`src/rtl/i2s_pkg.sv`:
```
// Shared constants, types and divider math for the I2S transmitter.
// Used by i2s_audio_out, i2s_bck_gen and the audio interface.
package i2s_pkg;

  localparam int unsigned DEF_CLK_HZ_PAL  = 31500000;
  localparam int unsigned DEF_CLK_HZ_NTSC = 32940000;
  localparam int unsigned DEF_SAMPLE_RATE = 24000;

  localparam int unsigned BITS   = 16;
  localparam int unsigned SLOT_W = 5;
  localparam int unsigned SLOTS  = 32;
  localparam int unsigned DIV_W  = 8;

  typedef logic signed [BITS-1:0] sample_t;
  typedef logic [SLOT_W-1:0]      slot_t;
  typedef logic [DIV_W-1:0]       div_t;
  typedef logic [2*BITS-1:0]      frame_t;

  localparam slot_t LAST_SLOT = slot_t'(SLOTS - 1);
  localparam slot_t CAP_SLOT  = slot_t'(SLOTS - 2);
  localparam slot_t WS_FIRST  = slot_t'(15);
  localparam slot_t WS_LAST   = slot_t'(30);

  function automatic div_t calc_half(
    input int unsigned clk_hz,
    input int unsigned rate
  );
    return div_t'(clk_hz / (rate * 2 * BITS) / 2);
  endfunction

  function automatic div_t half_of(
    input logic        ntsc,
    input int unsigned pal_hz  = DEF_CLK_HZ_PAL,
    input int unsigned ntsc_hz = DEF_CLK_HZ_NTSC,
    input int unsigned rate    = DEF_SAMPLE_RATE
  );
    return ntsc ? calc_half(ntsc_hz, rate)
                : calc_half(pal_hz, rate);
  endfunction

endpackage

```
`src/rtl/i2s_audio_out_if.sv`:
```
// Sample bus from the mixing stage into the I2S transmitter.
// master = upstream mixer, slave = transmitter.
interface i2s_audio_out_if;
  import i2s_pkg::*;

  sample_t audio_l;
  sample_t audio_r;
  logic    sample_strobe;

  modport master (
    output audio_l,
    output audio_r,
    input  sample_strobe
  );

  modport slave (
    input  audio_l,
    input  audio_r,
    output sample_strobe
  );

endinterface

```
`src/rtl/i2s_bck_gen.sv`:
```
// Clock-enable divider: registered I2S bit clock plus a one-cycle
// pulse marking the clk edge on which hp_bck falls.
module i2s_bck_gen
  import i2s_pkg::*;
#(
  parameter int unsigned CLK_HZ_PAL  = DEF_CLK_HZ_PAL,
  parameter int unsigned CLK_HZ_NTSC = DEF_CLK_HZ_NTSC,
  parameter int unsigned SAMPLE_RATE = DEF_SAMPLE_RATE
) (
  input  logic clk,
  input  logic rst_n,
  input  logic ntscmode,
  output logic hp_bck,
  output logic fall_evt
);

  localparam div_t HALF_PAL =
    half_of(1'b0, CLK_HZ_PAL, CLK_HZ_NTSC, SAMPLE_RATE);
  localparam div_t HALF_NTSC =
    half_of(1'b1, CLK_HZ_PAL, CLK_HZ_NTSC, SAMPLE_RATE);
  localparam div_t TERM_PAL  = HALF_PAL - div_t'(1);
  localparam div_t TERM_NTSC = HALF_NTSC - div_t'(1);

  div_t div_cnt;
  div_t term;
  logic wrap;

  assign term = ntscmode ? TERM_NTSC : TERM_PAL;

  // >= so a switch to a shorter terminal wraps on the next edge
  assign wrap     = div_cnt >= term;
  assign fall_evt = wrap & hp_bck;

  always_ff @(posedge clk or negedge rst_n) begin
    if (!rst_n) begin
      div_cnt <= '0;
      hp_bck  <= 1'b0;
    end else if (wrap) begin
      div_cnt <= '0;
      hp_bck  <= ~hp_bck;
    end else begin
      div_cnt <= div_cnt + div_t'(1);
    end
  end

endmodule

```
`src/rtl/i2s_audio_out.sv`:
```
// Philips I2S transmitter, 32 slots/frame, MSB first, WS one slot early.
// Define I2S_MONO_MIX_EN to send the L/R average on both channels.
module i2s_audio_out
  import i2s_pkg::*;
#(
  parameter int unsigned CLK_HZ_PAL  = DEF_CLK_HZ_PAL,
  parameter int unsigned CLK_HZ_NTSC = DEF_CLK_HZ_NTSC,
  parameter int unsigned SAMPLE_RATE = DEF_SAMPLE_RATE
) (
  input  logic            clk,
  input  logic            pll_lock,
  input  logic            ntscmode,
  i2s_audio_out_if.slave  aud,
  output logic            hp_bck,
  output logic            hp_ws,
  output logic            hp_din
);

  logic    fall_evt;
  logic    capture;
  logic    load;
  logic    ws_nxt;
  slot_t   slot;
  slot_t   slot_nxt;
  sample_t cap_l;
  sample_t cap_r;
  sample_t hold_l;
  sample_t hold_r;
  frame_t  frame;

  i2s_bck_gen #(
    .CLK_HZ_PAL  (CLK_HZ_PAL),
    .CLK_HZ_NTSC (CLK_HZ_NTSC),
    .SAMPLE_RATE (SAMPLE_RATE)
  ) u_bck (
    .clk      (clk),
    .rst_n    (pll_lock),
    .ntscmode (ntscmode),
    .hp_bck   (hp_bck),
    .fall_evt (fall_evt)
  );

  assign slot_nxt = slot + slot_t'(1);
  assign capture  = fall_evt && (slot == CAP_SLOT);
  assign load     = fall_evt && (slot == LAST_SLOT);
  assign ws_nxt   = (slot_nxt >= WS_FIRST) &&
                    (slot_nxt <= WS_LAST);

  assign aud.sample_strobe = capture;

`ifdef I2S_MONO_MIX_EN
  logic [BITS:0] mix_sum;

  assign mix_sum = {aud.audio_l[BITS-1], aud.audio_l} +
                   {aud.audio_r[BITS-1], aud.audio_r};
  assign cap_l   = sample_t'(mix_sum >> 1);
  assign cap_r   = cap_l;
`else
  assign cap_l = aud.audio_l;
  assign cap_r = aud.audio_r;
`endif

  always_ff @(posedge clk or negedge pll_lock) begin
    if (!pll_lock) begin
      hold_l <= '0;
      hold_r <= '0;
    end else if (capture) begin
      hold_l <= cap_l;
      hold_r <= cap_r;
    end
  end

  always_ff @(posedge clk or negedge pll_lock) begin
    if (!pll_lock) begin
      slot  <= LAST_SLOT;
      hp_ws <= 1'b0;
    end else if (fall_evt) begin
      slot  <= slot_nxt;
      hp_ws <= ws_nxt;
    end
  end

  // MSB goes straight out on load; the rest shifts up behind it
  always_ff @(posedge clk or negedge pll_lock) begin
    if (!pll_lock) begin
      frame  <= '0;
      hp_din <= 1'b0;
    end else if (load) begin
      frame  <= {hold_l, hold_r} << 1;
      hp_din <= hold_l[BITS-1];
    end else if (fall_evt) begin
      frame  <= frame << 1;
      hp_din <= frame[2*BITS-1];
    end
  end

endmodule

```
`src/flat_wrapper.sv`:
```
// flat-port wrapper written by rule: the top's interface ports become plain ports
module i2s_audio_out_flat import i2s_pkg::*;
#(
  parameter int unsigned CLK_HZ_PAL  = DEF_CLK_HZ_PAL,
  parameter int unsigned CLK_HZ_NTSC = DEF_CLK_HZ_NTSC,
  parameter int unsigned SAMPLE_RATE = DEF_SAMPLE_RATE
)
  (clk, pll_lock, ntscmode, hp_bck, hp_ws, hp_din, aud_audio_l, aud_audio_r, aud_sample_strobe);
  i2s_audio_out_if aud_i ();
  input  logic clk;
  input  logic pll_lock;
  input  logic ntscmode;
  output logic hp_bck;
  output logic hp_ws;
  output logic hp_din;
  input wire logic [$bits(aud_i.audio_l)-1:0] aud_audio_l;
  input wire logic [$bits(aud_i.audio_r)-1:0] aud_audio_r;
  output wire logic [$bits(aud_i.sample_strobe)-1:0] aud_sample_strobe;
  assign aud_i.audio_l = aud_audio_l;
  assign aud_i.audio_r = aud_audio_r;
  assign aud_sample_strobe = aud_i.sample_strobe;
  i2s_audio_out #(.CLK_HZ_PAL(CLK_HZ_PAL), .CLK_HZ_NTSC(CLK_HZ_NTSC), .SAMPLE_RATE(SAMPLE_RATE)) u_core (.clk(clk), .pll_lock(pll_lock), .ntscmode(ntscmode), .aud(aud_i), .hp_bck(hp_bck), .hp_ws(hp_ws), .hp_din(hp_din));
endmodule
```
`config.mk`:
```
export PLATFORM = sky130hd
export DESIGN_NAME = i2s_audio_out_flat
export DESIGN_NICKNAME = d
export VERILOG_FILES = /design/src/rtl/i2s_pkg.sv /design/src/rtl/i2s_audio_out_if.sv /design/src/rtl/i2s_bck_gen.sv /design/src/rtl/i2s_audio_out.sv /design/src/flat_wrapper.sv
export SDC_FILE = /design/constraint.sdc
export NUM_CORES = 1
export LEC_CHECK = 0
export CAP_MARGIN = 20
export CORE_MARGIN = 2
export CORE_UTILIZATION = 56
export CTS_CLUSTER_DIAMETER = 40
export DETAILED_ROUTE_END_ITERATION = 6
export GPL_TIMING_DRIVEN = 0
export PLACE_DENSITY = 0.85
export SLEW_MARGIN = 20
export SYNTH_ARGS = -nofsm -noshare
export SYNTH_HDL_FRONTEND = slang
export SYNTH_HIERARCHICAL = 1
export SYNTH_SLANG_ARGS = --single-unit
```
`constraint.sdc`:
```
create_clock -name clk -period 5.25 [get_ports clk]
set_input_delay 1.575 -clock clk [delete_from_list [all_inputs] [get_ports clk]]
set_output_delay 1.575 -clock clk [all_outputs]
set_load 0.03 [all_outputs]
```
== Word level (Yosys, flattened, before mapping) ==
Cells that the tools add are included.
Word-level totals
  output and inout port bits: 4
  word-level logic and storage cells: 27
  register bits after elaboration: 80
  bits of input ports: 35
Cells by class
  eq/ne operators: 2
  reduce and logical (&&, ||, !) cells: 4
  multiplexer cells: 6
  add/subtract/negate cells: 2
  bitwise gates (word level): 2
  magnitude comparators: 3
Operators by type and width (number)
  32-bit 2-to-1 mux: 2
  5-bit == test (second input constant): 2
  8-bit by 1-bit adder with 8-bit output (second input constant): 1
  8-bit greater-or-equal comparator: 1
  8-bit 2-to-1 mux: 1
  5-bit by 1-bit adder with 5-bit output (second input constant): 1
  5-bit by 4-bit greater-or-equal comparator with 1-bit output (second input constant): 1
  5-bit less-or-equal comparator (second input constant): 1
  1-bit logical AND: 3
  3-bit 2-to-1 mux: 1
  1-bit 2-to-1 mux: 2
  2-bit nonzero test: 1
  1-bit bitwise AND: 1
  1-bit NOT: 1

== Depth between registers and ports, before layout ==
Gate-level depths: netlist of the first run.
  depth after elaboration: 5
  mapped depth: 11
  mapped depth without buffers: 10

== By module ==
The synthesis of the first run kept the hierarchy.
By module, submodules not included
  i2s_audio_out: seq. area each 1757.9 um^2, times used 1, area an instance 3144.3 um^2, cells each 246
  i2s_bck_gen: seq. area each 225.2 um^2, times used 1, area an instance 425.4 um^2, cells each 38

== Worst setup path after synthesis of the first run ==
OpenSTA, ideal clock, no wires.
  kind: input port to output port
  start: in ntscmode
  end: out aud_sample_strobe
  required time: 3675 ps
  cell stages on the path: 10
  setup slack: 376 ps
  arrival time: 3299 ps
  path buffers: 1
  cells stage by stage: inv_1 ha_1 a211o_1 a31oi_2 o21bai_1 and2_1 and3_2 nand3_4 buf_6 inv_1
On the way
  longest elaborated chain between the ends: 4
Ends and longest elaborated chain
  from (decl): RTL line flat_wrapper.sv:12  | input logic ntscmode;
  3-bit 2-to-1 mux: RTL line i2s_bck_gen.sv:28  | assign term = ntscmode ? TERM_NTSC : TERM_PAL;
  8-bit greater-or-equal comparator: RTL line i2s_bck_gen.sv:31  | assign wrap = div_cnt >= term;
  1-bit bitwise AND: RTL line i2s_bck_gen.sv:32  | assign fall_evt = wrap & hp_bck;
  net u_core.fall_evt: RTL line i2s_audio_out.sv:19  | logic fall_evt;
  1-bit logical AND: RTL line i2s_audio_out.sv:44  | assign capture = fall_evt && (slot == CAP_SLOT);
  to (decl): RTL line flat_wrapper.sv:18  | output wire logic [$bits(aud_i.sample_strobe)-1:0] aud_sample_strobe;
The timed path passes the listed nets, and every way through them passes these cells.

== Final worst setup path of the first run ==
Ends and elaborated chain as after synthesis.

==> flow_summary.ini, run 1 <==
[finish]
multi_input_area_um2 = 1500
utilization_pct = 69.8
drive_gt1_share_pct = 22.0
syn_to_final_growth_pct = 22.0
fillers = 448
nets = 383
antenna_cells = 0
fin_area_um2 = 4360
regArea_um2 = 1980

[setup_path]
cp_max_fo = 2
cp_num_cells = 12
crit_buf_inv = 5
r2r_slack_ps = 2680
arrival_ps = 3470
slowest_delay_ps = 290
cp-endpoint = aud_sample_strobe
cp_top_family = buffers and inverters
critPathKind = in -> out
crit_path_start = ntscmode
path_cells = dlygate4sd2_1, inv_2, ha_4, a211o_1, a31oi_4, o21bai_1, and2_1, and3_2, nand3_4, buf_12, inv_1, buf_4
r2r_end = u_core/hold_r[5]
cpMaxStageDelayCell = a211o_1
reg2reg_from = u_core/u_bck/div_cnt[2]
endpoint_kind = output pin
cp-start-kind = input pin
required_ps = 3680
worst-r2r-cell-count = 10

[floorplanning]
io_pins = 39
rows = 29
die_area_um2 = 7030
initial_core_util_pct = 57.2
coreArea_um2 = 6240
die_w_um = 83.8
die_h_um = 83.8

[cts]
path_clk_slew_ps = 80
cts_buffers = 9
htreeDepth = 3
clock_latency_ps = 350
root_buffer = clkbuf_8
cts_tree = done
cts_buffer_depth = 2
cts_sinks = 79

[grt]
grt_pass1_vias = 2339
grt_max_degree = 54
antenna_found_initial = 0
grt-ovfl-total = 0
grt_usage_pct = 20.7
grt_pass1_wl_mm = 11.4

[placed_design]
io_buffers = 38
dp.final_hpwl_mm = 4.42
placed_area_um2 = 4080
pre_cts_slack_ps = -808
gp_congestion = 0.744

[synth]
yosysWarnings = 6
postSynthCellCount = 284
ys_seq_elements = 79
synth.area.top_cells = dfrtp_1, mux2_4, mux2i_1, a21oi_1, nor2_1
yosysUniqueCellTypes = 35
synthesis.area_um2 = 3570
avgSynthCellArea_um2 = 12.6
synth_top_area_share_pct = 51.9
yosysSeqAreaShare_pct = 55.6
post-synth-top-area-cell = dfrtp_1

[timing]
clock_skew_ps = 11.7
period_needed_ps = 5040
fin_crit_sh_pct = 96.1
finalSetupViolations = 0
rsz0062_at_grt = false
slew_viol_final = 0
whs_ps = 484
hold_viol = 0
setup_ws_ps = 206
max_freq_mhz = 198

[routing]
ant_nets = 0
viasPerCell = 5.47
wl_per_cell_um = 15.8
dr.first_iter.drc_count = 151
drt-total-wl_mm = 6.67
drc_errors = 0
routed-via-count = 2310
drtPass1Iterations = 4

[outcome]
run_status = finished clean

[power_and_ir_drop]
power.density_nw_per_um2 = 512
switching_share_pct = 32.0
leakagePower_uw = 0.00197
p_seq_share_pct = 46.2
ir_worst_vdd_uv = 243
combPwrFrac_pct = 31.6
p_clk_share_pct = 22.3
netSwitchingPower_uw = 714
p_int_uw = 1510

[min_path]
worstHoldPathType = reg -> reg
whs_path_depth = 2

[flow_run]
max-cap-violations = 0
==> layout by cell type, fill, tap and decap left out, drive strengths merged, types with 6 or more instances in the layout <==
cell / n
buf: 16
dfrtp: 74
clkbuf: 16
clkdlybuf4s50: 35
inv: 8
mux2i: 31
a21oi: 34
ha: 8
xnor2: 6
mux2: 32
nor2: 38
==> timing repair <==
| action | CTS | global route |
|---|---|---|
| endpoints found under the setup margin | 1 | 0 |
| hold buffers | 0 | 0 |
| gates resized for setup | 12 | 0 |
| setup buffers | 4 | 0 |
==> routing by layer <==
layer  vias to the layer above  track usage, %  wire [um]
met1                      1164            28.1       3030
met3                        16            4.15        220
met4                         0            10.9        159
met2                        47            31.9       3260
met5                         -               0          0
li1                       1083               -          -
==> metrics by stage <==
stage	std cells	total power, uW	setup TNS, ps
6_report	422	2230	0
5_1_grt	422	2370	0
4_1_cts	422	2240	0
3_5_place_dp	402	1730	-808
3_3_place_gp	401	1680	-3090
2_1_floorplan	286	1520	0
==> registers in the layout, indices dropped and copies added, names as in the netlist <==
register	count
u_core/slot	5
u_core/hold_r	16
u_core/hold_l	16
u_core/frame	31
u_core/hp_ws	1
u_core/u_bck/hp_bck	1
u_core/hp_din	1
u_core/u_bck/div_cnt	8
==> worst min-delay path by stage <==
stage               slack (ps)              to           start
floorplan                  460  u_core/slot[4]  u_core/slot[4]
global placement           470  u_core/slot[4]  u_core/slot[4]
detailed placement         470  u_core/slot[4]  u_core/slot[4]
CTS                        490  u_core/slot[4]  u_core/slot[4]
global route               510  u_core/slot[4]  u_core/slot[4]
finish                     480  u_core/slot[4]  u_core/slot[4]
==> layout make-up <==
cell class	count	share of cell area (%)
clock buffer	10	3.16
tap	77	2.21
sequential	79	45.5
inverter	8	0.689
multi-input combinational	184	34.3
timing repair buffer	43	9.91
buffer	15	2.24
clock inverter	6	1.92
==> kinds of logic after synthesis <==
logic type	share of synthesized area [%]
AO/OA/AOI/OAI	7.19
XOR/XNOR	1.72
adder cells (fa/ha/maj)	2.80
buffers and inverters	3.33
flip-flops	55.6
multiplexers	21.8
other	0.105
AND/OR/NAND/NOR	7.47
==> tightest hold or removal path, cell delays in order (launching register included) <==
cell     delay, ps
dfstp_2        380
inv_1           40
o21ai_0         60
==> power by group through the flow <==
stage          clock, uW  sequential (uW)  combinational [uW]
2_1_floorplan          0             1010                 514
3_3_place_gp           0             1020                 653
3_5_place_dp           0             1030                 694
4_1_cts              507             1030                 706
5_1_grt              532             1060                 783
6_report             496             1030                 703
==> synth_stat cells (all sizes together) <==
cell,count
dfrtp,74
nor2,38
a21oi,34
mux2,32
mux2i,31
buf,9
ha,8
inv,8
clkbuf,6
xnor2,6
dfstp,5
nand2,4
nand3,4
nor2b,3
o21ai,3
a31o,2
and2,2
and3,2
nand2b,2
nand4,2
a211o,1
a22oi,1
a31oi,1
conb,1
o211ai,1
o21ba,1
o21bai,1
or3,1
xor2,1
(Power assumes the default switching activity.)
==> run 2: changes to the inputs <==
Settings changed: CORE_UTILIZATION 56 to 35, PLACE_DENSITY 0.85 to 0.6.
==> run 2 against run 1 <==
  * Sequential share of layout area shrank 0.62 points
  * Wire length shrank 2.3%
  * Fmax decreased by 0.74%
  * First-iteration DRC count fell by 66%
  * Combinational power decreased by 3%
  * Die area rose by 57%
  * Global-route usage shrank 7.9 points
  * Cell count up 13%
  * Clock power about the same
  * Non-clock buffer count is the same
  * Largest power group unchanged
==> flow_summary.ini, run 2 (synthesis results as in run 1) <==
[outcome]
run_status = finished clean

[placed_design]
dp.final_hpwl_mm = 4.28
gp_congestion = 0.765
dpl.cell_count = 458
pre_cts_slack_ps = -815
io_buffers = 38

[finish]
regArea_um2 = 1980
reg_top3 = u_core/frame (31), u_core/hold_l (16), u_core/hold_r (16)
multi_input_area_um2 = 1500
antenna_cells = 0
largest_reg_flops = 31
nets = 383
final_cell_mix = dfrtp_1, nor2_1, clkdlybuf4s50_1
fillers = 962
drive_gt1_share_pct = 22.0
instances_no_fill = 478
mostFrequentLayoutCell = dfrtp_1
regMostFlops = u_core/frame
syn_to_final_growth_pct = 23.7

[cts]
root_buffer = clkbuf_8
cts_buffers = 9
path_clk_slew_ps = 70
htreeDepth = 3
cts_sinks = 79
cts_tree = done
clock_latency_ps = 340
cts_buffer_depth = 2

[timing]
max_freq_mhz = 197
rsz0062_at_grt = false
setup_ws_ps = 168
worstMarginPinSlew_ps = 561
period_needed_ps = 5080
clock_skew_ps = 8.33
fin_setup_tns_ps = 0
hold_viol = 0
slew_viol_final = 0
slew_headroom_pct = 62.6
fin_crit_sh_pct = 96.8
finalSetupViolations = 0

[grt]
grt_pass1_vias = 2283
grt_pass1_wl_mm = 11.3
antenna_found_initial = 0
grt_usage_pct = 12.9
grt-ovfl-total = 0
grt_max_degree = 45

[floorplanning]
initial_core_util_pct = 36.4
die_w_um = 105
io_pins = 39
rows = 36
die_area_um2 = 11000
die_h_um = 105
coreArea_um2 = 9820

[flow_run]
max-cap-violations = 0

[setup_path]
required_ps = 3680
cp_max_fo = 2
cp-start-kind = input pin
slowest_delay_ps = 330
path_cells = dlygate4sd2_1, inv_2, ha_4, a211o_1, a31oi_4, o21bai_1, and2_1, and3_2, nand3_4, buf_12, inv_1, buf_2
cpMaxStageDelayCell = a211o_1
critPathKind = in -> out
arrival_ps = 3510
endpoint_kind = output pin

[routing]
wl_per_cell_um = 13.6
drc_errors = 0
ant_nets = 0
dr.first_iter.drc_count = 52
viasPerCell = 4.55
drt-total-wl_mm = 6.52
drtPass1Iterations = 4
routed-via-count = 2176

[power_and_ir_drop]
leakagePower_uw = 0.00197
power.density_nw_per_um2 = 498
ir_worst_vdd_uv = 182

[min_path]
worstHoldPathType = reg -> reg
-- run 2: cell count changes in the layout (fill, tap and decap cells not counted) --
cell and change:
buf_4 -1, buf_2 +1, buf_16 -1, buf_12 +1
-- run 2: cell type report --
class                           instances  share of cell area, %
Clock buffer                           10                   3.12
Sequential cell                        79                   44.9
Multi-Input combinational cell        184                   33.9
Tap cell                              133                   3.77
Clock inverter                          6                   1.90
Timing Repair Buffer                   43                   9.55
Buffer                                 15                   2.21
Inverter                                8                  0.680
-- run 2: worst paths after layout --
check	start	to	slack, ps	depth (start not counted)
min in group asynchronous	pll_lock	u_core/hold_l[8]	1230	1
setup reg to reg	u_core/u_bck/div_cnt[2]	u_core/hold_r[1]	2670	10
hold reg to reg	u_core/slot[4]	u_core/slot[4]	490	2
setup / recovery	ntscmode	aud_sample_strobe	170	12
hold / removal	u_core/slot[4]	u_core/slot[4]	490	2
max in group asynchronous	pll_lock	u_core/frame[14]	3440	2
-- run 2: report_power, final --
part	leakage, uW	switching, uW	internal, uW
Combinational	0.000919	315	370
Clock	0.000116	215	279
Sequential	0.000937	157	865
Total	0.00197	687	1510
-- run 2: worst max-delay path: cells and delay by family --
family,cells,cell delay (ps)
buffers and inverters,5,650
and+or+nand+nor,3,470
AOI/OAI and AO/OA,3,590
adders and majority gates,1,220
-- run 2: repair_timing --
item	in CTS	in global routing
hold endpoints to repair	0	0
buffers inserted	4	0
hold buffers	0	0
gates resized for setup	11	0
endpoints found under the setup margin	1	0
-- run 2: metrics by stage --
step	utilization, %	power [uW]	area (um^2)	hold WS [ps]
floorplan	-	1520	3580	456
global placement	42.0	1700	4120	468
detailed placement	42.2	1720	4140	480
CTS	45.0	2230	4420	492
global route	45.0	2360	4420	520
finish	45.0	2200	4420	489
-- run 2: metal layers --
| layer | up-vias | global-route usage (%) | part of all wire (%) | wire, um |
|---|---|---|---|---|
| li1 | 1082 | - | - | - |
| met1 | 1052 | 17.6 | 49 | 3170 |
| met2 | 32 | 19.6 | 46 | 3020 |
| met3 | 10 | 3.62 | 3.4 | 221 |
| met4 | 0 | 4.67 | 1.7 | 108 |
| met5 | - | 0 | 0 | 0 |
==> run 3: changes to the inputs <==
Settings changed: ABC_AREA set to 1, PLACE_DENSITY 0.6 to unset.
==> run 3 against run 2 <==
  * Flip-flop and latch count is the same
  * Sequential power shrank 16%
  * Fmax shrank 0.71%
  * Register-to-register slack gained 240 ps
  * Wire length grew 10%
  * Power shrank 22%
  * Critical path depth grew 2
  * Hold slack lost 14 ps
  * Critical path type unchanged
  * Largest cell class unchanged
  * Highest routed layer unchanged
==> flow_summary.ini, run 3 <==
[timing]
fin_crit_sh_pct = 97.5
finalSetupViolations = 0
max_freq_mhz = 195
slew_headroom_pct = 65.3
period_needed_ps = 5120
whs_ps = 475
slew_viol_final = 0
setup_ws_ps = 132
hold_viol = 0
clock_skew_ps = 12.8
worstMarginPinSlew_ps = 520
fin_setup_tns_ps = 0

[setup_path]
endpoint_kind = output pin
arrival_ps = 3540
r2r_slack_ps = 2910
required_ps = 3680
cp-start-kind = input pin
critPathKind = in -> out
cp_max_fo = 6

[cts]
cts_buffer_depth = 2
cts_buffers = 9
clock_latency_ps = 350
cts_tree = done
htreeDepth = 3
path_clk_slew_ps = 70
cts_sinks = 79
root_buffer = clkbuf_8

[routing]
wl_per_cell_um = 11.8
drc_errors = 0
drt-total-wl_mm = 7.18
drtPass1Iterations = 4
routed-via-count = 2706
ant_nets = 0
dr.first_iter.drc_count = 142
viasPerCell = 4.43

[power_and_ir_drop]
ir_worst_vdd_uv = 170
power.density_nw_per_um2 = 389
leakagePower_uw = 0.00230

[finish]
largest_reg_flops = 31
fin_area_um2 = 4440
nets = 516
regMostFlops = u_core/frame
reg_top3 = u_core/frame (31), u_core/hold_l (16), u_core/hold_r (16)
final_cell_mix = nand2_1, dfrtp_1, o21ai_0
drive_gt1_share_pct = 13.8
mostFrequentLayoutCell = nand2_1
antenna_cells = 0
syn_to_final_growth_pct = 25.1
instances_no_fill = 611

[placed_design]
io_buffers = 38
dpl.cell_count = 582
gp_congestion = 0.737
pre_cts_slack_ps = -609
dp.final_hpwl_mm = 4.80
placed_area_um2 = 4120

[synth]
yosysSeqAreaShare_pct = 55.8
ys.flop_type = dfrtp_1
synth_top_area_share_pct = 52.1
synthesis.area_um2 = 3550
synth_edf_count = 0
avgSynthCellArea_um2 = 8.71
postSynthCellCount = 408
post-synth-top-area-cell = dfrtp_1
synth_most_common_cell = nand2_1
yosysWarnings = 6
ys_seq_elements = 79
async_flop_share_pct = 100
yosys-top-cells-count = nand2_1, dfrtp_1, o21ai_0
synth.area.top_cells = dfrtp_1, nand2_1, o21ai_0, inv_1, a21oi_1
yosysUniqueCellTypes = 30

[grt]
grt_pass1_vias = 2649
met1_usage_pct = 18.7
antenna_found_initial = 0
grt.busiest_layer = met2
grt_pass1_wl_mm = 12.5
grt_usage_pct = 14.0
grt_max_degree = 42
use_met3_pct = 2.56
grt-ovfl-total = 0
grt.met2_usage_pct = 22.2

[min_path]
worstHoldPathType = reg -> reg

[floorplanning]
initial_core_util_pct = 36.2
die_area_um2 = 11000
rows = 36
die_h_um = 105
coreArea_um2 = 9820
io_pins = 39
die_w_um = 105

[outcome]
run_status = finished clean

[flow_run]
max-cap-violations = 0
run 3: cell types whose count changed in the layout (fill, tap and decap cells not counted), sizes merged, moves of 22 or more:
cell   delta
o21ai    +62
mux2     -32
inv      +40
nand2   +118
mux2i    -31
nor2     -22
run 3: routing by layer:
layer | wire, um | share of wire (%)
met3 | 289 | 4.0
met4 | 50 | 0.70
met5 | 0 | 0
met1 | 3470 | 48
met2 | 3380 | 47
run 3: repair_timing:
action	CTS	global route
hold buffers	0	0
endpoints found under the setup margin	1	1
gates cloned	0	0
buffers inserted	2	11
resized for setup	9	2
pin swaps	2	5
run 3: worst paths after layout:
check / endpoint / cells after the start / startpoint
max: aud_sample_strobe / 14 / ntscmode
min: u_core/frame[4] / 2 / u_core/frame[4]
max reg2reg: u_core/hold_l[13] / 14 / u_core/u_bck/div_cnt[2]
min reg2reg: u_core/frame[4] / 2 / u_core/frame[4]
max in group asynchronous: u_core/slot[4] / 2 / pll_lock
min in group asynchronous: u_core/hold_r[8] / 1 / pll_lock
run 3: cell type report:
| cell class | instances | area, um^2 |
|---|---|---|
| Tap cell | 133 | 166 |
| Sequential cell | 79 | 1980 |
| Clock buffer | 11 | 151 |
| Inverter | 48 | 180 |
| Fill cell | 996 | 5380 |
| Clock inverter | 5 | 56.3 |
| Multi-Input combinational cell | 262 | 1280 |
| Timing Repair Buffer | 52 | 497 |
| Buffer | 21 | 134 |
run 3: cell families after synthesis:
group           count (synthesis)  share of synthesized area [%]
compound gates                 98                           14.0
other cells                     1                          0.106
simple gates                  150                           17.8
xor+xnor                        3                          0.740
fa+ha+maj                       8                           2.82
buf+inv                        69                           8.73
flops                          79                           55.8
run 3: metrics by stage:
step                      power [uW]  util, %
after floorplan                 1130        -
after global placement          1250     41.8
after detailed placement        1260     42.0
after CTS                       1740     44.4
after global routing            1850     45.3
final                           1730     45.3
run 3: power by group:
group / switching (uW) / internal, uW
registers: 77.1 / 777
logic: 239 / 171
clock network: 219 / 245
run 3: critical path, stage by stage:
cell	delay [ps]
clkdlybuf4s50_1	480
inv_1	70
ha_1	270
inv_1	50
nor3_1	190
nand2_1	140
nand3_4	90
nand2_1	60
inv_2	50
buf_6	110
nand3_4	100
nor2_8	110
buf_6	120
buf_6	120
